$ cat src/rtl/munoc_write_request_packetizer_pkg.sv
// Shared flit layout for the write-request packetizer and its slave-side depacketizer.
// Header and data words are MSB-first and left-aligned in the serializer load word.
package munoc_write_request_packetizer_pkg;

    localparam int BW_FLIT    = 8;
    localparam int BW_ADDR    = 32;
    localparam int BW_DATA    = 32;
    localparam int BW_TID     = 4;
    localparam int BW_NODE_ID = 4;
    localparam int NB         = BW_DATA / 8;

    localparam int HW = 2 * BW_NODE_ID + BW_TID + BW_ADDR + 13;
    localparam int DW = 1 + 9 * NB;
    localparam int HF = (HW + BW_FLIT - 1) / BW_FLIT;
    localparam int DF = (DW + BW_FLIT - 1) / BW_FLIT;

    localparam int SR_CHUNKS = (HF > DF) ? HF : DF;
    localparam int SR_W      = SR_CHUNKS * BW_FLIT;
    localparam int CNT_W     = (SR_CHUNKS > 1) ? $clog2(SR_CHUNKS) : 1;

    localparam logic [CNT_W-1:0] HF_LAST = CNT_W'(HF - 1);
    localparam logic [CNT_W-1:0] DF_LAST = CNT_W'(DF - 1);

    typedef enum logic [1:0] {
        ST_IDLE,
        ST_HEAD,
        ST_DATA
    } state_t;

    typedef struct packed {
        logic [BW_NODE_ID-1:0] slave_node;
        logic [BW_NODE_ID-1:0] master_node;
        logic [BW_TID-1:0]     id;
        logic [BW_ADDR-1:0]    addr;
        logic [7:0]            len;
        logic [2:0]            size;
        logic [1:0]            burst;
    } hdr_t;

    function automatic logic [SR_W-1:0] pack_hdr(input hdr_t h);
        return {h, {(SR_W - HW){1'b0}}};
    endfunction

    // Byte 0 sits just below wlast, so it leaves the link first.
    function automatic logic [SR_W-1:0] pack_data(input logic [BW_DATA-1:0] data,
                                                  input logic [NB-1:0]      strb,
                                                  input logic               last);
        logic [DW-1:0] dw;
        dw[DW-1] = last;
        for (int i = 0; i < NB; i++) begin
            dw[DW-2-9*i -: 9] = {strb[i], data[8*i +: 8]};
        end
        return {dw, {(SR_W - DW){1'b0}}};
    endfunction

endpackage

$ cat src/rtl/munoc_write_request_packetizer_if.sv
// AXI write-request channels plus the forward flit link of the packetizer.
// slave is the packetizer side; master is the AXI master / router side.
interface munoc_write_request_packetizer_if;
    import munoc_write_request_packetizer_pkg::*;

    logic [BW_NODE_ID-1:0] aw_slave_node;
    logic [BW_NODE_ID-1:0] aw_master_node;
    logic [BW_TID-1:0]     awid;
    logic [BW_ADDR-1:0]    awaddr;
    logic [7:0]            awlen;
    logic [2:0]            awsize;
    logic [1:0]            awburst;
    logic                  awvalid;
    logic                  awready;
    logic [BW_DATA-1:0]    wdata;
    logic [NB-1:0]         wstrb;
    logic                  wlast;
    logic                  wvalid;
    logic                  wready;
    logic                  link_valid;
    logic                  link_head;
    logic                  link_tail;
    logic [BW_FLIT-1:0]    link_flit;
    logic                  link_ready;
    logic                  len_error;

    modport slave (
        input  aw_slave_node, aw_master_node, awid, awaddr, awlen, awsize, awburst, awvalid,
        input  wdata, wstrb, wlast, wvalid, link_ready,
        output awready, wready, link_valid, link_head, link_tail, link_flit, len_error
    );

    modport master (
        output aw_slave_node, aw_master_node, awid, awaddr, awlen, awsize, awburst, awvalid,
        output wdata, wstrb, wlast, wvalid, link_ready,
        input  awready, wready, link_valid, link_head, link_tail, link_flit, len_error
    );

endinterface

$ cat src/rtl/munoc_flit_serializer.sv
// Parallel-load shift register emitting BW_FLIT chunks MSB first with head/tail tags.
// Latency: first chunk valid the cycle after load; one chunk per accepted link cycle.
// Backpressure: link_ready low holds flit/head/tail; load only when empty or last chunk leaving.
module munoc_flit_serializer
    import munoc_write_request_packetizer_pkg::*;
(
    input  logic               clk,
    input  logic               rst,
    input  logic               load,
    input  logic [SR_W-1:0]    load_dat,
    input  logic [CNT_W-1:0]   load_last_idx,
    input  logic               load_head,
    input  logic               load_tail,
    input  logic               link_ready,
    output logic               link_valid,
    output logic               link_head,
    output logic               link_tail,
    output logic [BW_FLIT-1:0] link_flit,
    output logic               last_chunk
);

    logic [SR_W-1:0]  sreg;
    logic [CNT_W-1:0] cnt;
    logic             tail_pend;
    logic             fire;

    assign fire       = link_valid && link_ready;
    assign last_chunk = (cnt == '0);
    assign link_flit  = sreg[SR_W-1 -: BW_FLIT];

    always_ff @(posedge clk or posedge rst) begin
        if (rst) begin
            sreg       <= '0;
            cnt        <= '0;
            tail_pend  <= 1'b0;
            link_valid <= 1'b0;
            link_head  <= 1'b0;
            link_tail  <= 1'b0;
        end else if (load) begin
            sreg       <= load_dat;
            cnt        <= load_last_idx;
            tail_pend  <= load_tail;
            link_valid <= 1'b1;
            link_head  <= load_head;
            link_tail  <= load_tail && (load_last_idx == '0);
        end else if (fire) begin
            if (cnt == '0) begin
                link_valid <= 1'b0;
                link_head  <= 1'b0;
                link_tail  <= 1'b0;
            end else begin
                sreg      <= sreg << BW_FLIT;
                cnt       <= cnt - 1'b1;
                link_head <= 1'b0;
                // Tail rides only on the final chunk of the final beat.
                link_tail <= tail_pend && (cnt == CNT_W'(1));
            end
        end
    end

endmodule

$ cat src/rtl/munoc_write_request_packetizer.sv
// Packs one AW header plus awlen+1 W beats into a single head..tail flit packet.
// Latency: first header flit valid one cycle after the AW handshake.
// Backpressure: link_ready low stalls the link; W is taken back-to-back when the last chunk leaves.
module munoc_write_request_packetizer
    import munoc_write_request_packetizer_pkg::*;
(
    input  logic                             clk,
    input  logic                             rst,
    munoc_write_request_packetizer_if.slave  bus
);

    state_t           state;
    logic             awready_q;
    logic [7:0]       beat_cnt;
    logic             last_in;
    logic             len_error_q;

    hdr_t             aw_hdr;
    logic             aw_hs;
    logic             w_hs;
    logic             fire;
    logic             ser_load;
    logic [SR_W-1:0]  ser_dat;
    logic [CNT_W-1:0] ser_last_idx;
    logic             ser_last;
    logic             link_valid;
    logic             link_head;
    logic             link_tail;
    logic [BW_FLIT-1:0] link_flit;

    assign aw_hdr = {bus.aw_slave_node, bus.aw_master_node, bus.awid, bus.awaddr,
                     bus.awlen, bus.awsize, bus.awburst};

    assign bus.awready = awready_q;
    assign bus.wready  = (state == ST_DATA) && !last_in &&
                         (!link_valid || (ser_last && bus.link_ready));

    assign aw_hs = (state == ST_IDLE) && bus.awvalid && awready_q;
    assign w_hs  = bus.wvalid && bus.wready;
    assign fire  = link_valid && bus.link_ready;

    assign ser_load     = aw_hs || w_hs;
    assign ser_dat      = (state == ST_IDLE) ? pack_hdr(aw_hdr)
                                             : pack_data(bus.wdata, bus.wstrb, bus.wlast);
    assign ser_last_idx = (state == ST_IDLE) ? HF_LAST : DF_LAST;

    munoc_flit_serializer u_ser (
        .clk           (clk),
        .rst           (rst),
        .load          (ser_load),
        .load_dat      (ser_dat),
        .load_last_idx (ser_last_idx),
        .load_head     (state == ST_IDLE),
        .load_tail     ((state == ST_DATA) && (beat_cnt == 8'd0)),
        .link_ready    (bus.link_ready),
        .link_valid    (link_valid),
        .link_head     (link_head),
        .link_tail     (link_tail),
        .link_flit     (link_flit),
        .last_chunk    (ser_last)
    );

    assign bus.link_valid = link_valid;
    assign bus.link_head  = link_head;
    assign bus.link_tail  = link_tail;
    assign bus.link_flit  = link_flit;
    assign bus.len_error  = len_error_q;

    always_ff @(posedge clk or posedge rst) begin
        if (rst) begin
            state       <= ST_IDLE;
            awready_q   <= 1'b0;
            beat_cnt    <= 8'd0;
            last_in     <= 1'b0;
            len_error_q <= 1'b0;
        end else begin
            // Packet length follows awlen; wlast is only cross-checked.
            len_error_q <= w_hs && (bus.wlast != (beat_cnt == 8'd0));
            case (state)
                ST_IDLE: begin
                    if (aw_hs) begin
                        state     <= ST_HEAD;
                        awready_q <= 1'b0;
                        beat_cnt  <= bus.awlen;
                        last_in   <= 1'b0;
                    end else begin
                        awready_q <= 1'b1;
                    end
                end
                ST_HEAD: begin
                    if (fire && ser_last) state <= ST_DATA;
                end
                ST_DATA: begin
                    if (w_hs) begin
                        if (beat_cnt == 8'd0) last_in <= 1'b1;
                        else                  beat_cnt <= beat_cnt - 8'd1;
                    end
                    if (fire && link_tail) begin
                        state     <= ST_IDLE;
                        awready_q <= 1'b1;
                        last_in   <= 1'b0;
                    end
                end
                default: state <= ST_IDLE;
            endcase
        end
    end

endmodule

$ cat src/flat_wrapper.sv
// flat-port wrapper written by rule: the top's interface ports become plain ports
module munoc_write_request_packetizer_flat import munoc_write_request_packetizer_pkg::*;
  (clk, rst, bus_aw_slave_node, bus_aw_master_node, bus_awid, bus_awaddr, bus_awlen, bus_awsize, bus_awburst, bus_awvalid, bus_wdata, bus_wstrb, bus_wlast, bus_wvalid, bus_link_ready, bus_awready, bus_wready, bus_link_valid, bus_link_head, bus_link_tail, bus_link_flit, bus_len_error);
  munoc_write_request_packetizer_if bus_i ();
  input  logic clk;
  input  logic rst;
  input wire logic [$bits(bus_i.aw_slave_node)-1:0] bus_aw_slave_node;
  input wire logic [$bits(bus_i.aw_master_node)-1:0] bus_aw_master_node;
  input wire logic [$bits(bus_i.awid)-1:0] bus_awid;
  input wire logic [$bits(bus_i.awaddr)-1:0] bus_awaddr;
  input wire logic [$bits(bus_i.awlen)-1:0] bus_awlen;
  input wire logic [$bits(bus_i.awsize)-1:0] bus_awsize;
  input wire logic [$bits(bus_i.awburst)-1:0] bus_awburst;
  input wire logic [$bits(bus_i.awvalid)-1:0] bus_awvalid;
  input wire logic [$bits(bus_i.wdata)-1:0] bus_wdata;
  input wire logic [$bits(bus_i.wstrb)-1:0] bus_wstrb;
  input wire logic [$bits(bus_i.wlast)-1:0] bus_wlast;
  input wire logic [$bits(bus_i.wvalid)-1:0] bus_wvalid;
  input wire logic [$bits(bus_i.link_ready)-1:0] bus_link_ready;
  output wire logic [$bits(bus_i.awready)-1:0] bus_awready;
  output wire logic [$bits(bus_i.wready)-1:0] bus_wready;
  output wire logic [$bits(bus_i.link_valid)-1:0] bus_link_valid;
  output wire logic [$bits(bus_i.link_head)-1:0] bus_link_head;
  output wire logic [$bits(bus_i.link_tail)-1:0] bus_link_tail;
  output wire logic [$bits(bus_i.link_flit)-1:0] bus_link_flit;
  output wire logic [$bits(bus_i.len_error)-1:0] bus_len_error;
  assign bus_i.aw_slave_node = bus_aw_slave_node;
  assign bus_i.aw_master_node = bus_aw_master_node;
  assign bus_i.awid = bus_awid;
  assign bus_i.awaddr = bus_awaddr;
  assign bus_i.awlen = bus_awlen;
  assign bus_i.awsize = bus_awsize;
  assign bus_i.awburst = bus_awburst;
  assign bus_i.awvalid = bus_awvalid;
  assign bus_i.wdata = bus_wdata;
  assign bus_i.wstrb = bus_wstrb;
  assign bus_i.wlast = bus_wlast;
  assign bus_i.wvalid = bus_wvalid;
  assign bus_i.link_ready = bus_link_ready;
  assign bus_awready = bus_i.awready;
  assign bus_wready = bus_i.wready;
  assign bus_link_valid = bus_i.link_valid;
  assign bus_link_head = bus_i.link_head;
  assign bus_link_tail = bus_i.link_tail;
  assign bus_link_flit = bus_i.link_flit;
  assign bus_len_error = bus_i.len_error;
  munoc_write_request_packetizer u_core (.clk(clk), .rst(rst), .bus(bus_i));
endmodule
$ cat config.mk
export PLATFORM = sky130hd
export DESIGN_NAME = munoc_write_request_packetizer_flat
export DESIGN_NICKNAME = d
export VERILOG_FILES = /design/src/rtl/munoc_write_request_packetizer_pkg.sv /design/src/rtl/munoc_write_request_packetizer_if.sv /design/src/rtl/munoc_flit_serializer.sv /design/src/rtl/munoc_write_request_packetizer.sv /design/src/flat_wrapper.sv
export SDC_FILE = /design/constraint.sdc
export NUM_CORES = 1
export LEC_CHECK = 0
export CAP_MARGIN = 0
export CORE_MARGIN = 2
export CORE_UTILIZATION = 40
export CTS_BUF_LIST = sky130_fd_sc_hd__clkbuf_2 sky130_fd_sc_hd__clkbuf_4 sky130_fd_sc_hd__clkbuf_8
export CTS_CLUSTER_DIAMETER = 50
export DETAILED_ROUTE_END_ITERATION = 8
export GPL_ROUTABILITY_DRIVEN = 0
export PLACE_DENSITY = 0.62
export SYNTH_ARGS = -nofsm -noshare
export SYNTH_HDL_FRONTEND = slang
export SYNTH_HIERARCHICAL = 1
export SYNTH_SLANG_ARGS = --single-unit
$ cat constraint.sdc
create_clock -name clk -period 6 [get_ports clk]
set_input_delay 0.6 -clock clk [delete_from_list [all_inputs] [get_ports clk]]
set_output_delay 0.6 -clock clk [all_outputs]
set_load 0.03 [all_outputs]
== Yosys cells after proc, flatten, opt, wreduce, memory -nomap -nowiden ==
Cells that the tools add are included.

* Bits in registers: 84
* Logic and storage cells: 87
* Output and inout bits: 14
* Bits of input ports: 99

* Multiplexer cells: 32
* Add/subtract/negate cells: 2
* Reduce and logical (&&, ||, !) cells: 30
* Equal/unequal tests: 12

{| class="wikitable"
|+ Operators with widths
! cell !! count
|-
| two-way mux 64 bit || 4
|-
| two-way mux 8 bit || 3
|-
| one-hot mux 8 bit (2 select lines) || 1
|-
| two-way mux 1 bit || 14
|-
| logical AND 1 bit || 13
|-
| two-way mux 3 bit || 3
|-
| zero test 8 bit || 1
|-
| two-way mux 2 bit || 4
|-
| inequality test 2 x 1 -> 1 bit, second input constant || 4
|-
| AND reduction 4 bit || 2
|-
| subtractor 8 x 1 -> 8 bit, second input constant || 1
|-
| zero test 3 bit || 2
|-
| one-hot mux 2 bit (3 select lines) || 1
|-
| AND reduction 2 bit || 3
|-
| nonzero test 2 bit || 3
|-
| inequality test 2 bit, second input constant || 2
|-
| one-hot mux 1 bit (2 select lines) || 2
|-
| == test 3 x 1 -> 1 bit, second input constant || 1
|-
| inequality test 3 x 2 -> 1 bit, second input constant || 1
|-
| inequality test 3 bit, second input constant || 1
|-
| AND reduction 3 bit || 1
|-
| subtractor 3 x 1 -> 3 bit, second input constant || 1
|-
| == test 2 x 1 -> 1 bit, second input constant || 1
|-
| == test 2 bit, second input constant || 1
|-
| 4 further kinds || 6
|}

== Longest topological paths before layout ==
* Depth in word-level cells: 8
* Depth in mapped cells: 14
* Gate-level depth less buffers: 9

== Modules after synthesis ==
Netlist, hierarchy kept.

{| class="wikitable"
|+ By module, submodules not included
! module !! instances !! cells an instance !! area each (µm²)
|-
| munoc_flit_serializer || 1 || 338 || 3634.7
|-
| munoc_write_request_packetizer || 1 || 159 || 1421.4
|}

== Worst setup path before layout ==
No wires, ideal clock.

* Kind: flip-flop to flip-flop
* From: register u_core.u_ser.cnt[0]
* To: register u_core.u_ser.link_tail
* Data required time: 5.913 ns
* Arrival time: 3.013 ns
* Slack: 2.900 ns
* Stages on the path, launching flop included: 15
* Path buffers: 6
* Setup time: 0.087 ns
* Clock period less this slack: 3.100 ns
* Path through: dfrtp_1 > inv_1 > ha_1 > nor2b_1 > buf_2 > clkbuf_1 > a21boi_1 > or4b_4 > buf_6 > nand2_1 > buf_2 > buf_2 > buf_1 > a21oi_1 > a22oi_1

* Longest elaborated chain between the ends: 7
* Elaborated cells on any way between the ends: 12
* Those cells by class: eq/ne (1); mux (3); reduce/logical (8)

{| class="wikitable"
|+ Ends and longest elaborated chain
! element !! line !! RTL
|-
| start: declaration || munoc_flit_serializer.sv:23 || <nowiki>logic [CNT_W-1:0] cnt;</nowiki>
|-
| start signal: assignment || munoc_flit_serializer.sv:41 || <nowiki>cnt <= load_last_idx;</nowiki>
|-
| start signal: assignment || munoc_flit_serializer.sv:53 || <nowiki>cnt <= cnt - 1'b1;</nowiki>
|-
| zero test 3 bit * || munoc_flit_serializer.sv:28 || <nowiki>assign last_chunk = (cnt == '0);</nowiki>
|-
| named net u_core.ser_last || munoc_write_request_packetizer.sv:25 || <nowiki>logic ser_last;</nowiki>
|-
| logical AND 1 bit * || munoc_write_request_packetizer.sv:36 || <nowiki>(!link_valid || (ser_last && bus.link_ready));</nowiki>
|-
| logical OR 1 bit * || munoc_write_request_packetizer.sv:36 ||
|-
| logical AND 1 bit * || munoc_write_request_packetizer.sv:35 || <nowiki>assign bus.wready = (state == ST_DATA) && !last_in &&</nowiki>
|-
| logical AND 1 bit * || munoc_write_request_packetizer.sv:39 || <nowiki>assign w_hs = bus.wvalid && bus.wready;</nowiki>
|-
| logical OR 1 bit * || munoc_write_request_packetizer.sv:42 || <nowiki>assign ser_load = aw_hs || w_hs;</nowiki>
|-
| named net u_core.ser_load || munoc_write_request_packetizer.sv:22 || <nowiki>logic ser_load;</nowiki>
|-
| two-way mux 1 bit or nonzero test 2 bit (tied branches) || n/a ||
|-
| end signal: assignment || munoc_flit_serializer.sv:45 || <nowiki>link_tail <= load_tail && (load_last_idx == '0);</nowiki>
|-
| end signal: assignment || munoc_flit_serializer.sv:56 || <nowiki>link_tail <= tail_pend && (cnt == CNT_W'(1));</nowiki>
|-
| end: declaration || munoc_flit_serializer.sv:17 || <nowiki>output logic link_tail,</nowiki>
|}

Mark *: on every way through the listed nets, which the timed path passes. The rest lies on a longest branch. The select of a mux whose other input is x is not followed.
A chain may end at the register's enable or synchronous reset.

== Final worst setup path ==
* From: register u_core.u_ser.cnt[0]
* To: register u_core.u_ser.sreg[52]

* Longest elaborated chain between the ends: 8
* Elaborated cells on any way between the ends: 10
* Those cells by class: eq/ne (1); mux (1); reduce/logical (8)

{| class="wikitable"
|+ Ends and longest elaborated chain
! element !! line !! RTL
|-
| zero test 3 bit * || munoc_flit_serializer.sv:28 ||
|-
| named net u_core.ser_last || munoc_write_request_packetizer.sv:25 ||
|-
| logical AND 1 bit * || munoc_write_request_packetizer.sv:36 ||
|-
| logical OR 1 bit * || munoc_write_request_packetizer.sv:36 ||
|-
| logical AND 1 bit * || munoc_write_request_packetizer.sv:35 ||
|-
| logical AND 1 bit * || munoc_write_request_packetizer.sv:39 ||
|-
| logical OR 1 bit * || munoc_write_request_packetizer.sv:42 ||
|-
| named net u_core.ser_load || munoc_write_request_packetizer.sv:22 ||
|-
| inequality test 2 x 1 -> 1 bit (no source line) or nonzero test 2 bit (tied branches) || n/a ||
|-
| AND reduction 2 bit (no source line) || n/a ||
|-
| end signal: assignment || munoc_flit_serializer.sv:40 || <nowiki>sreg <= load_dat;</nowiki>
|-
| end signal: assignment || munoc_flit_serializer.sv:52 || <nowiki>sreg <= sreg << BW_FLIT;</nowiki>
|-
| end: declaration || munoc_flit_serializer.sv:22 || <nowiki>logic [SR_W-1:0] sreg;</nowiki>
|}

Mark *: on every way through the listed nets, which the timed path passes. The rest lies on a longest branch.

==> results.yml <==
cts:
  cts_buffers: 9
  ctsResizeCount: 0
  clock-sinks: 84
  clkTransAtPathRegs_ns: 0.08
  post_cts_buffers: 0
  htree_levels: 3
  tritoncts: "built"
  clk_latency_ns: 0.35
  clock_path_buffers: 2
  cts-root-buf: "clkbuf_8"
  ctsHoldBuffers: 0
global_routing:
  grt_max_degree: 100
  grt_pass1_wl_um: 20700
  grt_overflow: 0
  antenna_found_initial: 0
  grt_use_total_pct: 19.9
  grt_pass1_vias: 4036
floorplan:
  initial_core_util_pct: 40.6
  io-pin-count: 113
  dieArea_mm2: 0.0136
  core_area_mm2: 0.0125
  rows: 41
  die_w_um: 116
  die_y_um: 116
routing:
  drc: 0
  first_pass_iters: 5
  viasPerCell: 5.47
  drt-initial-drc-count: 261
  wl_um: 13200
  routedWlPerCell_um: 17.5
  vias: 4139
  ant_nets: 0
critical_path:
  path_class: "reg -> reg"
  cp.required_ns: 6.23
  worstPathArrival_ns: 3.65
  startpoint_type: "flip-flop"
  path_max_fanout: 99
  critPathCaptureType: "flip-flop"
power_and_ir_drop:
  p_per_area_mw_per_mm2: 441
  p_comb_share_pct: 53.5
  power.leakage_nw: 2.60
  p_sw_share_pct: 39.4
  ir_drop_uv: 314
  seq_power_share_pct: 32.6
  clockPowerShare_pct: 13.9
  switching_power_mw: 1.11
  internal-power_mw: 1.71
sta:
  setup_ws_ns: 2.59
  period_minus_slack_ns: 3.41
  setup_viol: 0
  fin_crit_sh_pct: 56.9
  max_slew_margin_pct: 22.2
  rsz0062_at_grt: "no"
  slew_violations: 0
  worst_pin_slew_ns: 1.17
  fmax_ghz: 0.293
  hold_ws_ns: 0.520
  hold_viol_final: 0
  clock_skew_ns: 0.00630
  fin_setup_tns_ns: 0
final_layout:
  regArea_mm2: 0.00210
  syn_to_final_growth_pct: 26.7
  multi_input_area_mm2: 0.00270
  diodes: 0
  fillers: 1169
  nets: 684
  drive_gt1_share_pct: 12.3
logic_synthesis:
  synth_cell_type_count: 48
  synth_most_common_cell: "dfrtp_1"
  avgSynthCellArea_um2: 10.2
  synth-main-ff-cell: "dfrtp_1"
  netlist_area_mm2: 0.00506
  synth_common_cells: "84 x dfrtp_1, 58 x a221o_1, 57 x nor2b_1"
  yosys_warnings: 6
  yosysSeqAreaShare_pct: 41.6
  synthTopCellsByArea: "dfrtp_1 42%, a221o_1 11%, mux2_2 8.5%, nor3b_1 7.3%, nor2b_1 7.1%"
  yosysTopAreaCell: "dfrtp_1"
  synth_top_area_share_pct: 41.6
  synth_edf_count: 0
  synthCells: 497
  synth-async-reset-ratio_pct: 100
  ys_ff_latch: 84
worst_hold_path:
  worst_hold_path_type: "reg -> reg"
outcome:
  outcome: "complete, no violations"
placed_design:
  dp_hpwl_um: 8720
  io_buffers: 112
  pre_cts_ws_ns: 2.23
flow_run:
  max-cap-violations: 0
cell usage in the layout (no fill, tap or decap), types with 2 or more instances in the layout:
| cell type | instances |
|---|---|
| clkdlybuf4s50_1 | 112 |
| dfrtp_1 | 84 |
| a221o_1 | 58 |
| nor2b_1 | 56 |
| nor3b_1 | 49 |
| mux2_2 | 38 |
| and2_1 | 20 |
| nand2_1 | 16 |
| nor2_1 | 13 |
| o21ai_0 | 13 |
| nor3_1 | 13 |
| clkbuf_8 | 12 |
| nand3_1 | 12 |
| conb_1 | 9 |
| o211ai_1 | 8 |
| nand2b_1 | 8 |
| inv_1 | 6 |
| buf_4 | 6 |
| a21oi_1 | 5 |
| ha_1 | 5 |
| a22oi_1 | 4 |
| clkbuf_4 | 3 |
| and3_1 | 3 |
| mux2i_1 | 2 |
| nor4_1 | 2 |
registers in the layout, summed over array words and instances, names as in the netlist:
register / count
u_core/bus.len_error: 1
u_core/u_ser/tail_pend: 1
u_core/u_ser/link_tail: 1
u_core/last_in: 1
u_core/beat_cnt: 8
u_core/u_ser/sreg: 64
u_core/u_ser/cnt: 3
u_core/state: 2
u_core/u_ser/link_head: 1
u_core/u_ser/link_valid: 1
u_core/bus.awready: 1
per-layer routing:
layer  wire, um  part of all wire, %  track usage [%]  up-vias
met1       6030                   46             26.7     2032
met5          0                    0                0        -
met2       6270                   47             32.7      118
li1           -                    -                -     1976
met4        163                  1.2             7.14        0
met3        757                  5.7             3.22       13
critical path, cell delays in order, from the launching register on:
cell	delay (ns)
dfrtp_1	0.41
inv_1	0.11
ha_1	0.20
nor2b_4	0.18
a21boi_1	0.09
or4b_4	0.62
nand2_4	0.75
buf_4	0.40
nor2b_1	0.10
nor3b_1	0.14
a221o_1	0.29
power groups by stage:
stage	registers, mW	logic [mW]	clock network [mW]
5_1_grt	0.951	1.66	0.432
2_1_floorplan	0.917	1.17	0
6_report	0.920	1.51	0.391
3_5_place_dp	0.928	1.52	0
4_1_cts	0.920	1.53	0.408
3_3_place_gp	0.930	1.49	0
final timing paths:
path	depth (start not counted)	end	slack [ns]	startpoint
worst max register to register	10	u_core/u_ser/sreg[52]$_DFFE_PP0P_	2.59	u_core/u_ser/cnt[0]$_DFFE_PP0P_
worst max-delay path	10	u_core/u_ser/sreg[52]$_DFFE_PP0P_	2.59	u_core/u_ser/cnt[0]$_DFFE_PP0P_
worst min register to register	1	u_core/u_ser/tail_pend$_DFFE_PP0P_	0.52	u_core/u_ser/tail_pend$_DFFE_PP0P_
max in group asynchronous	3	u_core/u_ser/sreg[19]$_DFFE_PP0P_	4.52	rst
worst min-delay path	1	u_core/u_ser/tail_pend$_DFFE_PP0P_	0.52	u_core/u_ser/tail_pend$_DFFE_PP0P_
min in group asynchronous	2	u_core/state[1]$_DFFE_PP0P_	0.63	rst
cells by family after synthesis:
family,count (synthesis),synth area share [%]
compound gates,98,16.7
xor+xnor,1,0.173
fa+ha+maj,5,1.24
buf+inv,60,6.01
flops,84,41.6
mux,40,8.86
other cells,2,0.149
simple gates,207,25.3
area by class of cell:
type	count	share of cell area, %
repair buffers	118	18.2
well taps	172	3.36
clock inverters	1	0.0782
inverters	7	0.410
clock buffers	15	2.93
multi-input cells	360	42.2
flip-flops and latches	84	32.8
stage by stage:
stage,instance area (um^2),power [mW],util (%),instances
2_1_floorplan,5080,2.08,-,504
3_3_place_gp,6210,2.42,49.8,741
3_5_place_dp,6210,2.45,49.8,741
4_1_cts,6400,2.86,51.4,757
5_1_grt,6400,3.04,51.4,757
6_report,6400,2.82,51.4,757
Power figures use the tool's default switching activity.
